==> config.mk <==
export PLATFORM = sky130hd
export DESIGN_NAME = ladybird_icache
export DESIGN_NICKNAME = d
export VERILOG_FILES = /design/src/rtl/ladybird_icache.sv
export SDC_FILE = /design/constraint.sdc
export NUM_CORES = 1
export LEC_CHECK = 0
export ABC_CLOCK_PERIOD_IN_PS = 8100
export CAP_MARGIN = 20
export CORE_UTILIZATION = 59
export CTS_CLUSTER_SIZE = 24
export DETAILED_ROUTE_END_ITERATION = 7
export MAX_ROUTING_LAYER = met4
export PLACE_DENSITY = 0.79
export SLEW_MARGIN = 10
export SYNTH_ARGS = -nofsm -noshare
export SYNTH_HDL_FRONTEND = slang
export SYNTH_SLANG_ARGS = --single-unit
==> constraint.sdc <==
create_clock -name clk -period 8.1 [get_ports clk]
set_input_delay 2.43 -clock clk [delete_from_list [all_inputs] [get_ports clk]]
set_output_delay 2.43 -clock clk [all_outputs]
set_load 0.01 [all_outputs]
==> src/rtl/ladybird_icache.sv <==
// Direct-mapped, one-word-per-line instruction cache with a single outstanding
// memory read. Misses are bypassed to the core in the same cycle the data returns.
module ladybird_icache #(
  parameter int XLEN  = 32,
  parameter int LINES = 8
) (
  input  logic            clk,
  input  logic            nrst,
  input  logic [XLEN-1:0] pc,
  input  logic            pc_valid,
  output logic            pc_ready,
  output logic [XLEN-1:0] inst,
  output logic            inst_valid,
  input  logic            invalidate,
  output logic            mem_req,
  input  logic            mem_gnt,
  output logic [XLEN-1:0] mem_addr,
  input  logic            mem_rvalid,
  input  logic [XLEN-1:0] mem_rdata
);

  localparam int IDXW = $clog2(LINES);
  localparam int TAGW = XLEN - 2 - IDXW;

  typedef enum logic [1:0] {IDLE, LOOKUP, MISS_REQ, MISS_WAIT} state_t;

  state_t                 state_reg, state_next;
  logic [XLEN-3:0]        word_reg;
  logic [LINES-1:0]       valid_reg;
  logic                   inv_seen_reg;
  logic [XLEN-1:0]        inst_hold_reg;
  logic [TAGW+XLEN-1:0]   line_ram [LINES];
  logic [TAGW+XLEN-1:0]   rd_reg;

  logic                   handshake;
  logic [IDXW-1:0]        idx_in;
  logic [IDXW-1:0]        idx_reg;
  logic [TAGW-1:0]        tag_reg;
  logic [TAGW-1:0]        rd_tag;
  logic [XLEN-1:0]        rd_data;
  logic                   hit;
  logic                   install;
  logic                   unused_pc_bits;

  assign unused_pc_bits = ^pc[1:0];
  assign handshake      = pc_valid && pc_ready;
  assign idx_in         = pc[2 +: IDXW];
  assign idx_reg        = word_reg[IDXW-1:0];
  assign tag_reg        = word_reg[XLEN-3 -: TAGW];
  assign rd_tag         = rd_reg[TAGW+XLEN-1 -: TAGW];
  assign rd_data        = rd_reg[XLEN-1:0];
  assign hit            = valid_reg[idx_reg] && (rd_tag == tag_reg);
  assign mem_addr       = {word_reg, 2'b00};

  // An invalidate seen anywhere in the miss, including the fill cycle, blocks the install.
  assign install = (state_reg == MISS_WAIT) && mem_rvalid && !inv_seen_reg && !invalidate;

  // Tag+data array is read on the handshake so the line is ready in LOOKUP.
  always_ff @(posedge clk) begin
    if (install) begin
      line_ram[idx_reg] <= {tag_reg, mem_rdata};
    end
    if (handshake) begin
      rd_reg <= line_ram[idx_in];
    end
  end

  genvar gi;
  generate
    for (gi = 0; gi < LINES; gi++) begin : g_valid
      always_ff @(posedge clk) begin
        if (!nrst || invalidate) begin
          valid_reg[gi] <= 1'b0;
        end else if (install && (idx_reg == IDXW'(gi))) begin
          valid_reg[gi] <= 1'b1;
        end
      end
    end
  endgenerate

  always_ff @(posedge clk) begin
    if (!nrst) begin
      state_reg     <= IDLE;
      word_reg      <= '0;
      inv_seen_reg  <= 1'b0;
      inst_hold_reg <= '0;
    end else begin
      state_reg <= state_next;
      if (handshake) begin
        word_reg <= pc[XLEN-1:2];
      end
      if (state_reg == IDLE) begin
        inv_seen_reg <= 1'b0;
      end else if (invalidate && (state_reg == MISS_REQ || state_reg == MISS_WAIT)) begin
        inv_seen_reg <= 1'b1;
      end
      if (inst_valid) begin
        inst_hold_reg <= inst;
      end
    end
  end

  always_comb begin
    state_next = state_reg;
    case (state_reg)
      IDLE:      if (pc_valid)   state_next = LOOKUP;
      LOOKUP:    state_next = hit ? IDLE : MISS_REQ;
      MISS_REQ:  if (mem_gnt)    state_next = MISS_WAIT;
      MISS_WAIT: if (mem_rvalid) state_next = IDLE;
      default:   state_next = IDLE;
    endcase
  end

  always_comb begin
    pc_ready   = 1'b0;
    mem_req    = 1'b0;
    inst_valid = 1'b0;
    inst       = inst_hold_reg;
    case (state_reg)
      IDLE:     pc_ready = 1'b1;
      LOOKUP: begin
        if (hit) begin
          inst_valid = 1'b1;
          inst       = rd_data;
        end
      end
      MISS_REQ: mem_req = 1'b1;
      MISS_WAIT: begin
        if (mem_rvalid) begin
          inst_valid = 1'b1;
          inst       = mem_rdata;
        end
      end
      default: ;
    endcase
  end

endmodule
After elaboration in Yosys (flattened, before gate mapping)
Memory sizes are Yosys's and may differ from the RTL's. A register that Yosys moved wholly into a read port is not among the register bits.
Index checks and enable logic that the tools add are counted.
Widths: inputs -> output; s select.
{ "word_totals": {"input_bits": 70, "word_cells": 69, "regBits": 73, "ram_bits": 472, "mem_count": 1} }
{ "op_classes": {"n_mux": 17, "bitwise_logic": 1, "n_eq_ne": 14, "n_lt_le_gt_ge": 1, "n_reduce_logical": 23} }
{ "memory_table": {"columns": ["memory", "words", "word_bits", "read_ports", "rd_ports_with_merged_regs", "wr", "line", "rtl"], "rows": [
  ["line_ram", 8, 59, 1, 1, 1, "32", "logic [TAGW+XLEN-1:0] line_ram [LINES];"]
]} }
{ "op_table": {"columns": ["op", "count"], "rows": [
  ["$mux 32", 2],
  ["$pmux 32 s2", 1],
  ["$eq 27x27->1", 1],
  ["$logic_and 1x1->1", 14],
  ["$eq 3x3->1 const B", 4],
  ["$mux 2", 4],
  ["$pmux 2 s4", 1],
  ["$mux 1", 7],
  ["$eq 3x2->1 const B", 2],
  ["$ne 2x2->1 const B", 3],
  ["$eq 2x2->1 const B", 2],
  ["$lt 3x4->1 const B", 1],
  ["$bmux 1 s3", 1],
  ["$eq 3x1->1 const B", 1],
  ["$logic_not 1->1", 3],
  ["$logic_not 3->1", 1],
  ["$reduce_and 3->1", 1],
  ["$eq 2x1->1 const B", 1],
  ["$logic_not 2->1", 1],
  ["$logic_or 1x1->1", 2],
  ["$pmux 1 s2", 1],
  ["$reduce_or 2->1", 1],
  ["$not 1->1", 1]
]} }

Logic depth before layout (Yosys ltp)
Gate-level depths: netlist of run 1.
{ "logic_depth": {"ltp_word": 6, "depth_mapped": 8, "mapped_depth_nobuf": 5} }

Worst setup path after synthesis of run 1
OpenSTA, ideal clock, no wires.
{ "synth_path": {"path_type": "input to register", "from": "in mem_rvalid", "to": "mem line_ram[4][0] (netlist name), enable pin", "slack_ps": 561, "path_buffers": 0, "path_stages": 4, "arrival_ps": 6988, "cell_sequence": "nand3_1 nor3_1 nand2_1 nor3_1"} }
{ "synth_via": {"elab_chain_cells": 5} }
{ "synth_rtl": {"columns": ["item", "line", "rtl"], "rows": [
  ["start, declared", "18", "input logic mem_rvalid,"],
  ["$logic_and 1x1->1 (3 in series)", "56", "assign install = (state_reg == MISS_WAIT) && mem_rvalid && !inv_seen_reg && !invalidate;"],
  ["$mux 1", "60", "if (install) begin"],
  ["$mux 1 (implied by the code)", "61", "line_ram[idx_reg] <= {tag_reg, mem_rdata};"],
  ["end, declared", "32", null]
]} }
Every way passes these cells.

Worst setup path after layout of run 1
{ "layout_path": {"from": "in mem_rvalid", "to": "out inst[11]"} }
{ "layout_via": {"elab_chain_cells": 2} }
{ "layout_rtl": {"columns": ["item", "line", "rtl"], "rows": [
  ["$mux 32", "129", "if (mem_rvalid) begin"],
  ["$pmux 32 s2", "119", "case (state_reg)"],
  ["end, declared", "12", "output logic [XLEN-1:0] inst,"]
]} }
Every way passes these cells.

==> flow_metrics.tcl, run 1 <==
set metrics [dict create \
    status "finished, final reports clean" \
    tightest_slew_ps 1120 \
    coreArea_um2 38900 \
    yosysSeqAreaShare_pct 74.4 \
    start_kind "input port" \
    portBuffers 132 \
    comb_power_share_pct 4.9 \
    net-switching-power_mw 1.31 \
    largest_reg_flops 472 \
    nNetsFinal 1431 \
    postLayoutSetupSlackWorst_ps 1090 \
    grt-ovfl-total 0 \
    fp-row-count 72 \
    synth_cell_type_count 32 \
    numCtsBuffers 56 \
    clk_pin_slew_ps 60 \
    yosys_warnings 0 \
    p_clk_share_pct 41.7 \
    routed_wl_um 49500 \
    sw_frac_of_total_pct 20.0 \
    drv_slew 0 \
    final.setup_skew_ps 20.3 \
    synth_top_area_cell "edfxtp_1" \
    drive_above_1_share_pct 21.6 \
    drtAntennaViolNets 0 \
    synth.avg_cell_area_um2 19.1 \
    initial_utilization_pct 60.1 \
    drt_iter0_drc 1015 \
    layout_min_cycle_time_ps 7010 \
    die_w_um 201 \
    fin_tns_setup_ps 0 \
    pin_count 137 \
    end_kind "output pin" \
    met2_length_um 25300 \
    synthTopCellsByCount "edfxtp_1, mux4_2, nand2_1, dfxtp_1, mux2_2" \
    critPathMaxFanout 32 \
    finalCritPeriodShare_pct 86.5 \
    drv_cap 0 \
    drc_errors 0 \
    synth_top_area_share_pct 68.1 \
    syn_area_um2 23400 \
    dr_wl_met3_um 3180 \
    peakVddDrop_v 0.000198 \
    vias_per_cell 6.25 \
    clockBufferDepth 3 \
    async_reset_ff_share_pct 0 \
    seqPwrFrac_pct 53.4 \
    cts_tree "done" \
    grt_pass1_wl_um 76200 \
    h-tree-depth 2 \
    leakagePower_nw 8.96 \
    groute.usage.overall_pct 26.0 \
    vias 12000 \
    synth_cells 1224 \
    max_freq_ghz 0.143 \
    die_h_um 201 \
    path_class "input port to output pin" \
    grt_max_degree 76 \
    rsz0062_at_grt "false" \
    synthTopCellsByArea "edfxtp_1, mux4_2, dfxtp_1, mux2_2, nand2_1" \
    m1WireLength_um 19700 \
    cp.required_ps 5670 \
    slew_headroom_pct 25.0 \
    clock_latency_ps 600 \
    arrival_ps 4580 \
    highest_layer "met4" \
    area_growth_pct 16.3 \
    hold_buffers 0 \
    fp.dieArea_um2 40500 \
    synth_edf_count 531 \
    cts.sinks 604 \
    yosysMostFrequentCell "edfxtp_1" \
    dp_slack_ps 1140 \
    dp_hpwl_um 25000 \
    setup_viol 0 \
    routedWlPerCell_um 25.7 \
    hp-class "flop to flop" \
    fin_cells 1925 \
    p_per_area_nw_per_um2 240 \
    p_int_mw 5.22 \
    dp.cells 1821 \
    grt_pass1_vias 12500 \
    gp_congestion 0.716 \
    synth_ff_type "edfxtp_1" \
    synth_seq_cells 604 \
    drt_first_pass_iters 5 \
    cts-resized-gates 0 \
    cts_root_buffer "clkbuf_16" \
    post-cts-setup-buffers 0 \
    grt_antenna_before_repair 1 \
    hold_viol 0 \
]
[kinds of logic after synthesis]
logic type | share of synthesized area, %
other | 0.0160
muxes | 14.5
AOI/OAI and AO/OA | 3.47
xor gates and xnor gates | 1.01
and+or+nand+nor | 5.14
buffers and inverters | 1.52
DFF | 74.4
[area by class of cell]
cell class / count / area (um^2)
sequential: 604 / 17400
fill: 2316 / 11700
multi-input combinational: 540 / 5720
clock buffer: 73 / 1590
timing repair buffer: 157 / 1510
tap: 518 / 648
clock inverter: 30 / 333
inverter: 2 / 8.76
antenna: 1 / 2.50
[worst max-delay path, stage by stage]
cell and delay [ps]:
clkdlybuf4s50_1 450, nand3_1 130, buf_4 420, nand2_1 90
a31oi_1 230, or3_1 230, clkdlybuf4s50_1 560
[routing by layer]
layer	up-vias	global-route usage (%)
met2	488	42.4
met5	-	-
met3	96	3.95
li1	5199	-
met4	0	8.66
met1	6254	34.1
[power by group through the flow]
| stage | Clock [mW] | Sequential [mW] | Combinational, mW |
|---|---|---|---|
| after CTS | 2.75 | 3.48 | 0.325 |
| after global placement | 0 | 3.55 | 0.316 |
| final | 2.72 | 3.48 | 0.322 |
| after floorplan | 0 | 3.54 | 0.184 |
| after global routing | 2.87 | 3.49 | 0.346 |
| after detailed placement | 0 | 3.55 | 0.322 |
[worst paths after layout]
path	from	endpoint	slack (ps)	depth (start not counted)
worst min register to register	valid_reg[4]	valid_reg[4]	470	1
worst max-delay path	mem_rvalid	inst[11]	1090	7
worst min-delay path	valid_reg[4]	valid_reg[4]	470	1
worst max register to register	flop	word_reg[8]	5010	7
[per-stage QoR]
| step | area (um^2) | util, % | hold WS (ps) | power, mW |
|---|---|---|---|---|
| after floorplan | 23400 | - | 435 | 3.72 |
| after global placement | 25300 | 65.0 | 440 | 3.86 |
| after detailed placement | 25300 | 65.0 | 454 | 3.87 |
| after CTS | 27200 | 69.9 | 468 | 6.55 |
| after global routing | 27200 | 69.9 | 474 | 6.70 |
| final | 27200 | 69.9 | 470 | 6.52 |
[cells in the final DEF (no fill, tap or decap), drive strengths merged, types with 3 or more instances in the layout]
master           n
clkbuf          73
or3             32
nor2b            3
a21boi          33
a31oi           33
nand2           97
nand2b           3
nand4            6
o31a            32
and4            32
mux2            59
buf             29
edfxtp         531
and2            33
dfxtp           73
nor2             7
clkinv          23
xnor2           27
mux4           120
bufinv           8
clkdlybuf4s50  128
nor3             3
o21a             9
Note: power is estimated with default switching activity, not from simulation.
==> run 2: changes to the inputs <==
==> constraint.sdc (replaced) <==
create_clock -name clk -period 8.1 [get_ports clk]
set_input_delay 0.81 -clock clk [delete_from_list [all_inputs] [get_ports clk]]
set_output_delay 0.81 -clock clk [all_outputs]
set_load 0.01 [all_outputs]
==> run 2 against run 1 <==
Against the previous run: count of clock-buffer cells in the layout up 10; cell count up 0.42%; clock power down 7.4%; total power down 3.1%; routed wire length up 0.20%; largest power group unchanged; critical endpoint is now inst[31]; sequential cell count unchanged; highest routed layer unchanged; first-iteration DRC count up 14%; utilization down 0.23 points; via count up 0.60%.
==> flow_metrics.tcl, run 2 (synthesis results as in run 1) <==
set metrics [dict create \
    layout_min_cycle_time_ps 4570 \
    routedWlPerCell_um 25.7 \
    hold_buffers 0 \
    h-tree-depth 2 \
    routed_wl_um 49600 \
    final_cell_mix "edfxtp_1, clkdlybuf4s50_1, mux4_2" \
    cp.buffers_inverters 2 \
    gp_congestion 0.711 \
    grt-ovfl-total 0 \
    vias 12100 \
    coreArea_um2 38900 \
    p_per_area_nw_per_um2 233 \
    rsz0062_at_grt "false" \
    finalPower_mw 6.32 \
    critPathMaxFanout 66 \
    initial_utilization_pct 60.1 \
    numCtsBuffers 58 \
    path_class "flop to output pin" \
    path_cells "xnor2_1, nand4_1, nor4_2, buf_4, a31oi_1, or3_1, clkdlybuf4s50_1" \
    drtAntennaViolNets 0 \
    post-cts-setup-buffers 0 \
    finalCritPeriodShare_pct 56.4 \
    final_util_pct 69.7 \
    postLayoutSetupSlackWorst_ps 3530 \
    hold_viol 0 \
    sw_frac_of_total_pct 20.9 \
    arrival_ps 3760 \
    fin_tns_setup_ps 0 \
    p_clk_share_pct 39.8 \
    cpMaxStageDelayCell "buf_4" \
    final_common_cell "edfxtp_1" \
    hp-class "flop to flop" \
    postPlaceCellArea_um2 25300 \
    final.setup_skew_ps 21.7 \
    peakVddDrop_v 0.000171 \
    cts_root_buffer "clkbuf_16" \
    die_w_um 201 \
    start_kind "flop" \
    fp-row-count 72 \
    drc_errors 0 \
    max_stage_delay_ps 630 \
    grt_pass1_wl_um 76000 \
    largest_reg_flops 472 \
    dp_hpwl_um 25500 \
    clock_latency_ps 620 \
    cts.sinks 604 \
    cp_top_family "buffers and inverters" \
    p_int_mw 5.00 \
    setup_viol 0 \
    portBuffers 132 \
    grt_max_degree 69 \
    dp_slack_ps 3980 \
    seqPwrFrac_pct 55.1 \
    clk_pin_slew_ps 60 \
    tightest_slew_ps 1110 \
    leakagePower_nw 8.91 \
    drive_above_1_share_pct 21.4 \
    drt_iter0_drc 1157 \
    pin_count 137 \
    nNetsFinal 1434 \
    drv_cap 0 \
    drt_first_pass_iters 5 \
    drv_slew 0 \
    slew_headroom_pct 25.9 \
    groute.usage.overall_pct 26.1 \
    fin_area_um2 27100 \
    net-switching-power_mw 1.32 \
    max_freq_ghz 0.219 \
    comb_power_share_pct 5.1 \
    end_kind "output pin" \
    grt_antenna_before_repair 2 \
    cts_tree "done" \
    cts-resized-gates 0 \
    die_h_um 201 \
    fp.dieArea_um2 40500 \
    vias_per_cell 6.26 \
    grt_pass1_vias 12600 \
    status "finished, final reports clean" \
    area_growth_pct 15.9 \
    clockBufferDepth 3 \
    cp.required_ps 7290 \
]
-- run 2: changes by cell type in the layout (fill, tap and decap cells not counted), moves of 2 or more --
cell / change
clkinv_4: +2
buf_12: +2
clkbuf_1: +13
bufinv_16: -7
clkinv_1: -5
clkbuf_8: -4
buf_4: -2
clkinv_2: +3
inv_6: +2
-- run 2: worst reg2reg max path: cells and delay by family (launching register included) --
kind / cells / cell delay [ps]
buffers and inverters: 1 / 710
DFF: 1 / 540
and+or+nand+nor: 4 / 1720
-- run 2: worst paths after layout --
check	startpoint	to	slack, ps	cells after the start
hold reg to reg	valid_reg[5]	valid_reg[5]	470	1
hold / removal	valid_reg[5]	valid_reg[5]	470	1
setup reg to reg	flop	line_ram[2][26]	4710	5
setup / recovery	word_reg[6]	inst[31]	3530	7
-- run 2: metrics by stage --
step           cells  hold WS, ps
2_1_floorplan   1225          435
3_3_place_gp    1818          440
3_5_place_dp    1819          452
4_1_cts         1928          467
5_1_grt         1933          491
6_report        1933          471
-- run 2: layout make-up --
type                    instances  area, um^2
flip-flops and latches        604       17400
fillers                      2413       11800
clock buffers                  83        1610
clock inverters                26         170
well taps                     518         648
inverters                       2        8.76
repair buffers                158        1560
diodes                          2        5.00
multi-input cells             540        5720
-- run 2: layer usage --
metal | wire length, um | up-vias | track usage [%]
met5 | 0 | - | -
met4 | 1530 | 0 | 9.47
met3 | 3670 | 98 | 3.81
met1 | 19900 | 6238 | 35.1
li1 | - | 5218 | -
met2 | 24500 | 555 | 41.2
-- run 2: power groups by stage --
| stage | Sequential, mW | Combinational [mW] | Clock (mW) |
|---|---|---|---|
| detailed placement | 3.55 | 0.321 | 0 |
| floorplan | 3.54 | 0.184 | 0 |
| global placement | 3.55 | 0.314 | 0 |
| global route | 3.49 | 0.344 | 2.66 |
| finish | 3.48 | 0.321 | 2.52 |
| CTS | 3.48 | 0.325 | 2.55 |
